==> config.mk <==
export PLATFORM = sky130hd
export DESIGN_NAME = instruction_memory_loadable
export DESIGN_NICKNAME = d
export VERILOG_FILES = /design/src/rtl/instruction_memory_loadable.sv
export SDC_FILE = /design/constraint.sdc
export NUM_CORES = 1
export LEC_CHECK = 0
export CAP_MARGIN = 40
export CORE_UTILIZATION = 55
export DETAILED_ROUTE_END_ITERATION = 8
export PLACE_DENSITY = 0.74
export SETUP_SLACK_MARGIN = 0.4
export SLEW_MARGIN = 20
export SYNTH_ARGS = -nofsm -noshare
export SYNTH_HDL_FRONTEND = slang
export SYNTH_SLANG_ARGS = --single-unit
==> constraint.sdc <==
create_clock -name clk -period 2.94 [get_ports clk]
set_input_delay 0.441 -clock clk [delete_from_list [all_inputs] [get_ports clk]]
set_output_delay 0.441 -clock clk [all_outputs]
set_load 0.02 [all_outputs]
==> src/rtl/instruction_memory_loadable.sv <==
// Run-time loadable instruction memory: valid/ready load port, registered fetch port.
// Optional load checksum on load_sum is enabled by defining IMEM_LOAD_CHECKSUM_EN.
module instruction_memory_loadable #(
    parameter int unsigned DATA_WIDTH = 8,
    parameter int unsigned ADDR_WIDTH = 5,
    parameter int unsigned DEPTH      = 32
) (
    input  logic                  clk,
    input  logic                  reset,
    input  logic                  load_start,
    input  logic                  load_valid,
    input  logic [DATA_WIDTH-1:0] load_data,
    input  logic                  load_last,
    output logic                  load_ready,
    output logic                  load_done,
    output logic [ADDR_WIDTH:0]   prog_len,
    output logic                  busy,
    input  logic                  fetch_en,
    input  logic [ADDR_WIDTH-1:0] address,
    output logic [DATA_WIDTH-1:0] data,
    output logic                  data_valid,
    output logic [DATA_WIDTH-1:0] load_sum
);

    typedef enum logic [1:0] {StIdle, StLoad, StRun} state_t;

    localparam logic [ADDR_WIDTH:0] LastPtr = (ADDR_WIDTH + 1)'(DEPTH - 1);

    state_t                state_q, state_d;
    logic [ADDR_WIDTH:0]   wr_ptr_q, wr_ptr_d;
    logic [ADDR_WIDTH:0]   prog_len_q, prog_len_d;
    logic                  load_done_q;
    logic [DATA_WIDTH-1:0] data_q;
    logic                  data_valid_q;
    logic                  accept;
    logic                  finish;
    logic                  in_range;

    logic [DATA_WIDTH-1:0] mem [DEPTH];

    always_comb begin
        state_d    = state_q;
        wr_ptr_d   = wr_ptr_q;
        prog_len_d = prog_len_q;
        accept     = 1'b0;
        finish     = 1'b0;
        unique case (state_q)
            StIdle, StRun: begin
                if (load_start) begin
                    state_d  = StLoad;
                    wr_ptr_d = '0;
                end
            end
            StLoad: begin
                accept = load_valid;
                if (accept) begin
                    wr_ptr_d = wr_ptr_q + 1'b1;
                    // Filling the last slot ends the load even without load_last.
                    if (load_last || (wr_ptr_q == LastPtr)) begin
                        finish     = 1'b1;
                        prog_len_d = wr_ptr_q + 1'b1;
                        state_d    = StRun;
                    end
                end
            end
            default: state_d = StIdle;
        endcase
    end

    assign in_range = ({1'b0, address} < prog_len_q);

    always_ff @(posedge clk or posedge reset) begin
        if (reset) begin
            state_q      <= StIdle;
            wr_ptr_q     <= '0;
            prog_len_q   <= '0;
            load_done_q  <= 1'b0;
            data_q       <= '0;
            data_valid_q <= 1'b0;
        end else begin
            state_q     <= state_d;
            wr_ptr_q    <= wr_ptr_d;
            prog_len_q  <= prog_len_d;
            load_done_q <= finish;
            if (fetch_en) begin
                // The array is being rewritten during LOAD, so fetches return nothing.
                data_valid_q <= (state_q != StLoad);
                data_q       <= ((state_q != StLoad) && in_range) ? mem[address] : '0;
            end else begin
                data_valid_q <= 1'b0;
            end
        end
    end

    // Array is deliberately not reset; prog_len gates visibility of stale words.
    always_ff @(posedge clk) begin
        if (accept) begin
            mem[wr_ptr_q[ADDR_WIDTH-1:0]] <= load_data;
        end
    end

`ifdef IMEM_LOAD_CHECKSUM_EN
    logic [DATA_WIDTH-1:0] sum_q;

    always_ff @(posedge clk or posedge reset) begin
        if (reset) begin
            sum_q <= '0;
        end else if ((state_q != StLoad) && (state_d == StLoad)) begin
            sum_q <= '0;
        end else if (accept) begin
            sum_q <= sum_q + load_data;
        end
    end

    assign load_sum = sum_q;
`else
    assign load_sum = '0;
`endif

    assign load_ready = (state_q == StLoad);
    assign busy       = (state_q == StLoad);
    assign load_done  = load_done_q;
    assign prog_len   = prog_len_q;
    assign data       = data_q;
    assign data_valid = data_valid_q;

endmodule

## Yosys cells after proc, flatten, opt, wreduce, memory -nomap -nowiden

Memory sizes are Yosys's and may differ from the RTL's.
Index checks and enable logic that the tools add are counted.
Widths: inputs -> output; s select.

- Logic and storage cells: 39
- Output and inout port bits: 26
- Memory bits (writable): 256
- Flip-flop bits (word level): 24
- Memories: 1

- Muxes and demuxes: 15
- Magnitude comparators: 1
- Add/subtract/negate cells: 1
- Equal/unequal tests: 7
- Reductions and logical operators: 8

Memories:

| memory | words | width | rd ports | clocked after memory_dff | write ports | RTL line | source |
|---|---|---|---|---|---|---|---|
| mem | 32 | 8 | 1 | 0 | 1 | 39 | `logic [DATA_WIDTH-1:0] mem [DEPTH];` |

Operators with widths:

| operator | count |
|---|---|
| $mux 6 | 2 |
| $pmux 6 s2 | 1 |
| $reduce_and 3->1 | 3 |
| $mux 8 | 1 |
| $mux 1 | 7 |
| $add 6x1->6 const B | 1 |
| $eq 6x5->1 const B | 1 |
| $lt 5x6->1 | 1 |
| $mux 2 | 3 |
| $ne 2x1->1 const B | 2 |
| $ne 2x2->1 const B | 2 |
| $pmux 2 s2 | 1 |
| $eq 2x1->1 const B | 1 |
| $eq 2x2->1 const B | 1 |
| $logic_not 2->1 | 1 |
| $reduce_bool 2->1 | 1 |
| $reduce_or 2->1 | 1 |
| $logic_and 1x1->1 | 1 |
| $logic_or 1x1->1 | 1 |

## Longest topological paths before layout

Gate-level depths: netlist of run 1.

- Depth after elaboration: 5
- Mapped depth: 8
- Depth with buffers taken out: 8

## Least setup slack after synthesis of run 1

OpenSTA, ideal clock, no wires.

- Path kind: input-to-reg
- From: input address[0]
- To: register data_q[0], in the netlist data[0]
- Setup slack: 798 ps
- Data arrival time: 2016 ps
- Data required time: 2814 ps
- Stages: 6
- Buffers on the path: 2
- Path through: buf_6 > buf_2 > mux4_2 > a211oi_1 > a21oi_1 > a221o_1

- Longest elaborated chain between the ends: 3

RTL lines:

| what | RTL line | source |
|---|---|---|
| start: declaration | 19 | `input logic [ADDR_WIDTH-1:0] address,` |
| parallel branches: the longest is 2 deep, another holds $mem_v2 32x8 | - |  |
| $mux 8 (*) | 88 | `data_q <= ((state_q != StLoad) && in_range) ? mem[address] : '0;` |
| end signal: assignment | 88 |  |
| end: declaration | 33 | `logic [DATA_WIDTH-1:0] data_q;` |

Every way passes the cells marked *.
A chain may end at the register's enable or synchronous reset.

## Final worst setup path of run 1

- From: register state_q[1]
- To: output busy

- Longest elaborated chain between the ends: 1

RTL lines:

| what | RTL line | source |
|---|---|---|
| start: declaration | 29 | `state_t state_q, state_d;` |
| start signal: assignment | 74 | `state_q <= StIdle;` |
| start signal: assignment | 81 | `state_q <= state_d;` |
| $eq 2x1->1 | 121 | `assign busy = (state_q == StLoad);` |
| end: declaration | 17 | `output logic busy,` |

Every way passes these cells.

==> impl_results.md, run 1 <==
- Status: finished clean
- Post-CTS Resized: 0
- Antenna viol nets, final: 0
- Critical path data arrival time: 2.01 ns
- Drt initial violations: 602
- Detailed placer's ending HPWL: 15.03 mm
- RSZ-0062 raised after global routing: no
- Clock root buffer: clkbuf_16
- Number of synthesized flops with an enable pin: 256
- Starting Density: 56.63%
- Hold Fails Final Rpt: 0
- Worst-skew pair later-pin latency: 0.54 ns
- DIE AREA: 0.02074 mm²
- Worst Setup Start Kind: flop
- DIE WIDTH: 144.0 µm
- Met3 Use GR: 3.775%
- Avg Cell Area, Syn: 19.63 µm²
- Cell count after synthesis: 565
- Top-count cell post-synth: edfxtp_1
- DRT Pass-1 Iters: 5
- Worst hold-check path type: input port to asynchronous set/reset pin
- Core Rows: 51
- DRC viols: 0
- Endpoints failing setup: 0
- Peak VDD IR: 696.5 µV
- Chip height: 144.0 µm
- Pwr dens: 715.7 mW/mm²
- Clock tree buffer depth: 3
- Pre-CTS setup slack: 0.1812 ns
- Fmax: 408.2 MHz
- Share of synthesized flip-flops with an asynchronous set or reset: 8.571%
- Tightest hold margin: 0.1712 ns
- Reg2reg start: prog_len[4]
- Area contributors post-synth: edfxtp_1, mux4_2, dfrtp_1, nor2_1, a22oi_1
- Worst Setup End Kind: primary output
- Most frequent cells after synthesis: edfxtp_1, mux4_2, nor2_1
- Drt wl/cell: 25.33 µm
- Share of layout cells above drive strength 1: 26.34%
- IO Port Bufs: 36
- Tot GR Track Use: 25.17%
- CTS tree: yes
- Crit Path Max Fanout: 7
- P&R area growth vs syn: 18.57%
- Tmin final: 2.450 ns
- # IOs: 45
- CP required: 2.50 ns
- CTS Sinks: 280
- Rel. slew slack: 41.93%
- CTS Hold Buffers Added: 0
- Setup repair bufs after CTS: 0
- Final WL: 24.22 mm
- Antenna violations before repair: 0
- Busiest grt layer: met2
- M1 GR Usage: 35.58%
- Clock skew: 0.01835 ns
- Final Net Count: 697
- Synthesized cell area: 0.01109 mm²
- Max Cap Viol: 0
- GRT overflow: 0
- Slew Viols, Final: 0
- Vias per cell: 6.138
- Post-synthesis sequential area ratio: 74.71%
- Overall power: 9413 µW
- Kind of critical path: flop to primary output
- Tcrit/Tclk final: 83.34%
- Yosys warns: 0
- Core footprint: 0.01959 mm²
- Grt met2 use: 40.40%
- Diodes inserted: 0
- GP Congestion: 0.8041
- Leading area contributor after synthesis: edfxtp_1
- Vias in the first global route: 6066
- Top FF cell, synth: edfxtp_1
- Global-route wire length before repair: 36.79 mm
- Final worst slack: 0.4899 ns
- Setup crit start: state_q[1]
- Setup TNS Final: 0 ns
- Inserted Clock Buffers: 27
- Clock transition at the registers of the reported paths: 0.06 ns
- Via count: 5868
- #FFs+latches synth: 280
- H-Tree Depth: 1
- Largest net degree at the start of global routing: 34
- Leak pwr: 0.004429 µW
- Worst slew pin tran: 0.8692 ns
- Synth cell types: 39
- Share of the synthesized area in the top cell type: 69.30%
[cells in the final DEF, fill, tap and decap left out, drive strengths merged, types with 2 or more instances in the layout]
| master | synthesis | layout |
|---|---|---|
| a221o | 8 | 8 |
| clkbuf | 11 | 28 |
| dfrtp | 24 | 24 |
| inv | 11 | 12 |
| nor2b | 10 | 10 |
| nand3b | 3 | 3 |
| a211oi | 8 | 8 |
| mux2i | 7 | 7 |
| conb | 1 | 8 |
| nand2 | 15 | 15 |
| clkdlybuf4s50 | 0 | 34 |
| a21boi | 8 | 8 |
| edfxtp | 256 | 256 |
| buf | 23 | 69 |
| o21ai | 12 | 12 |
| nand3 | 5 | 5 |
| a21o | 2 | 2 |
| mux4 | 65 | 65 |
| a21oi | 10 | 10 |
| a22oi | 16 | 16 |
| nand2b | 3 | 3 |
| xnor2 | 3 | 3 |
| and3 | 2 | 2 |
| bufinv | 0 | 6 |
| clkinv | 0 | 10 |
| ha | 8 | 8 |
| or3 | 2 | 2 |
| clkinvlp | 0 | 5 |
| and2 | 3 | 3 |
| nor2 | 41 | 41 |
[per-layer routing]
layer,share of wire (%),routed length [µm]
met5,0,0
met4,3.3,799
met3,6.8,1653
met2,49,11800
met1,41,9971
[registers in the layout, indices dropped and copies added, names as in the netlist]
| name | cells |
|---|---|
| prog_len | 6 |
| data_valid | 1 |
| mem | 256 |
| state_q | 2 |
| load_done | 1 |
| wr_ptr_q | 6 |
| data | 8 |
[power by group]
part / leakage (µW) / switching, µW / total (µW) / internal, µW
combinational: 0.00135 / 630 / 1100 / 471
clock: 0.000456 / 1470 / 3680 / 2210
sequential: 0.00262 / 127 / 4630 / 4500
[final timing paths]
kind                              end  slack, ns  cells past startpoint
min in group clk           state_q[1]       0.49                      1
max                              busy       0.49                      3
min reg2reg                state_q[1]       0.49                      1
min                        state_q[0]       0.17                      2
max in group asynchronous     data[6]       2.32                      3
max reg2reg                   data[5]       0.71                      9
[stage by stage]
stage | util [%] | cells | cell area (µm²)
4_1_cts | 67.14 | 956 | 13150
5_1_grt | 67.14 | 956 | 13150
3_3_place_gp | 62.12 | 905 | 12170
6_report | 67.14 | 956 | 13150
3_5_place_dp | 62.26 | 906 | 12200
2_1_floorplan | - | 572 | 11120
[final cells by class]
type                    instances  area (µm²)
clock buffers                  28       679.4
repair buffers                103       950.9
multi-input cells             247        2585
fillers                      1292        6437
inverters                      11       41.29
clock inverters                22       276.5
flip-flops and latches        280        8288
well taps                     265       331.6
[critical path, stage by stage, from the launching register on]
cell and delay (ns):
dfrtp_1 0.37, nand2b_1 0.24, inv_1 0.21, clkdlybuf4s50_1 0.64
[cells by family (layout without fill, tap and decap cells)]
| logic type | after synthesis | after routing | synth area share [%] |
|---|---|---|---|
| buffers and inverters | 45 | 164 | 2.222 |
| AO/OA/AOI/OAI | 67 | 67 | 4.241 |
| other | 1 | 8 | 0.03380 |
| adder cells (fa/ha/maj) | 8 | 8 | 0.9024 |
| AND/OR/NAND/NOR | 87 | 87 | 3.643 |
| XOR/XNOR | 4 | 4 | 0.3159 |
| multiplexers | 73 | 73 | 13.93 |
| flip-flops | 280 | 280 | 74.71 |
Power figures use the tool's default switching activity.
==> inputs of run 2 (changes only) <==
--- a/config.mk
+++ b/config.mk
@@ -6,9 +6,9 @@
 export NUM_CORES = 1
 export LEC_CHECK = 0
 export CAP_MARGIN = 40
-export CORE_UTILIZATION = 55
+export CORE_UTILIZATION = 54
 export DETAILED_ROUTE_END_ITERATION = 8
-export PLACE_DENSITY = 0.74
+export PLACE_DENSITY = 0.76
 export SETUP_SLACK_MARGIN = 0.4
 export SLEW_MARGIN = 20
 export SYNTH_ARGS = -nofsm -noshare
==> constraint.sdc (replaced) <==
create_clock -name clk -period 2.02 [get_ports clk]
set_input_delay 0.303 -clock clk [delete_from_list [all_inputs] [get_ports clk]]
set_output_delay 0.303 -clock clk [all_outputs]
set_load 0.02 [all_outputs]
==> run 2 against run 1 <==
  * Non-clock buffer count increased by 20
  * Wire length rose by 7.4%
  * Via count up 2.8%
  * First-iteration DRC count is 7.0% lower
  * Sequential power increased by 45%
  * Highest routed layer unchanged
==> impl_results.md, run 2 (synthesis gave the netlist of run 1 again) <==
- Leak pwr: 0.004619 µW
- R2r setup slk: 0.16 ns
- Commonest non-fill, non-tap cell in the layout: edfxtp_1
- Diodes inserted: 0
- CP required: 2.44 ns
- Vias in the first global route: 6302
- Worst-skew pair later-pin latency: 0.55 ns
- RSZ-0062 raised after global routing: yes
- Dpl cells: 889
- P&R area growth vs syn: 26.46%
- Reg2Reg Capture Point: data[6]
- CTS Hold Buffers Added: 0
- CTS tree: yes
- Final Net Count: 718
- Worst-path cell chain: mux4_2 > mux4_2 > a221o_1
- Clock tree buffer depth: 3
- CTS Sinks: 280
- Crit path max-delay cell type: mux4_2
- Core Rows: 52
- Share of layout cells above drive strength 1: 38.48%
- Worst slew pin tran: 0.6216 ns
- Final std cells w/o fill: 982
- Pre-CTS setup slack: -0.5372 ns
- Reg2reg start: mem[31][6]
- Drt wl/cell: 26.50 µm
- Antenna viol nets, final: 0
- Final WL: 26.02 mm
- Tmin final: 1.863 ns
- Inserted Clock Buffers: 27
- DRC viols: 0
- Tcrit/Tclk final: 92.25%
- Clock skew: 0.01938 ns
- Fmax: 536.7 MHz
- IO Port Bufs: 36
- Slew Viols, Final: 0
- Endpoints failing setup: 0
- Worst Setup End Kind: flop
- Fill count: 1201
- WP buf/inv: 0
- Max Cap Viol: 0
- Most frequent cells in the layout: edfxtp_1, mux4_2, buf_4, nor2_4, buf_12
- Tightest hold margin: 0.1354 ns
- Kind of critical path: flop to flop
- Status: finished clean
- Tot GR Track Use: 25.40%
- Vias per cell: 6.143
- Drt initial violations: 560
- Worst Reg-to-Reg Cells: 3
- Max reg flops: 256
- Critical path data arrival time: 2.28 ns
- # IOs: 45
- Worst Setup Start Kind: flop
- DIE AREA: 0.02112 mm²
- DRT Pass-1 Iters: 5
- Rel. slew slack: 58.48%
- Via count: 6032
- Largest delay contributor family on the critical path: multiplexers
- Clock root buffer: clkbuf_16
- GRT overflow: 0
- Chip height: 145.3 µm
- Worst hold-check path type: input port to asynchronous set/reset pin
- Detailed placer's ending HPWL: 15.07 mm
- Placed Area: 0.01240 mm²
- Crit Path Max Fanout: 1
- Largest net degree at the start of global routing: 33
- Final instance area: 0.01403 mm²
- Antenna violations before repair: 0
- DIE WIDTH: 145.3 µm
- Core footprint: 0.02017 mm²
- Starting Density: 55.00%
- Final Util: 69.55%
- CP max stage delay: 0.53 ns
- CP most frequent cell: mux4_2
- Hold Fails Final Rpt: 0
- Clock transition at the registers of the reported paths: 0.06 ns
- Final worst slack: 0.1566 ns
- Peak VDD IR: 728.0 µV
- H-Tree Depth: 1
- GP Congestion: 0.8685
- Global-route wire length before repair: 39.02 mm
- Pwr dens: 994.5 mW/mm²
[run 2: cell count changes in the layout (fill, tap and decap cells not counted), sizes merged]
| cell | before | now |
|---|---|---|
| clkdlybuf4s15 | 0 | 4 |
| clkinvlp | 5 | 2 |
| bufinv | 6 | 3 |
| clkbuf | 28 | 40 |
| clkinv | 10 | 4 |
| nand2 | 15 | 16 |
| dlygate4sd2 | 0 | 11 |
| clkdlybuf4s50 | 34 | 16 |
| buf | 69 | 92 |
[run 2: worst min-delay path: cells and delay by family]
| kind | cells | cell delay [ns] |
|---|---|---|
| buf+inv | 3 | 0.77 |
[run 2: how the worst max path moves through the flow]
| stage | endpoint | startpoint | cells after the start | slack (ns) |
|---|---|---|---|---|
| floorplan | data[0] | address[0] | 7 | 0.11 |
| global placement | data[3] | address[2] | 6 | -0.50 |
| detailed placement | data[3] | address[2] | 6 | -0.54 |
| CTS | data[0] | prog_len[1] | 7 | 0.15 |
| global route | data[3] | prog_len[1] | 7 | 0.11 |
| finish | data[6] | mem[31][6] | 3 | 0.16 |
[run 2: metrics by stage]
step,TNS (ns),power [µW]
after floorplan,0,7926
after global placement,-2.562,8629
after detailed placement,-2.658,8687
after CTS,0,13760
after global routing,0,14330
final,0,13950
[run 2: cell type report]
class,count,area [µm²],area share (%)
clock buffer,40,744.5,5.307
clock inverter,10,131.4,0.9365
inverter,11,43.79,0.3122
multi-input combinational,248,3094,22.06
sequential,280,8295,59.13
tap,270,337.8,2.408
timing repair buffer,123,1381,9.847
[run 2: metal layers]
| metal | vias to the layer above | global-route usage, % | part of all wire [%] |
|---|---|---|---|
| li1 | 2533 | - | - |
| met1 | 3104 | 34.48 | 39 |
| met2 | 324 | 41.35 | 50 |
| met3 | 71 | 4.465 | 7.9 |
| met4 | 0 | 10.42 | 3.5 |
| met5 | - | 0 | 0 |
[run 2: what timing repair did]
item                       CTS  global route
cloned                       1             0
gates resized for setup     66            21
pin swaps                   34            20
hold endpoints to repair     0             0
setup endpoints to repair  288           281
setup buffers               31            11
[run 2: power breakdown]
group | total [µW] | internal [µW] | switching (µW)
sequential | 6720 | 6560 | 165
combinational | 2210 | 946 | 1260
clock | 5020 | 2940 | 2080
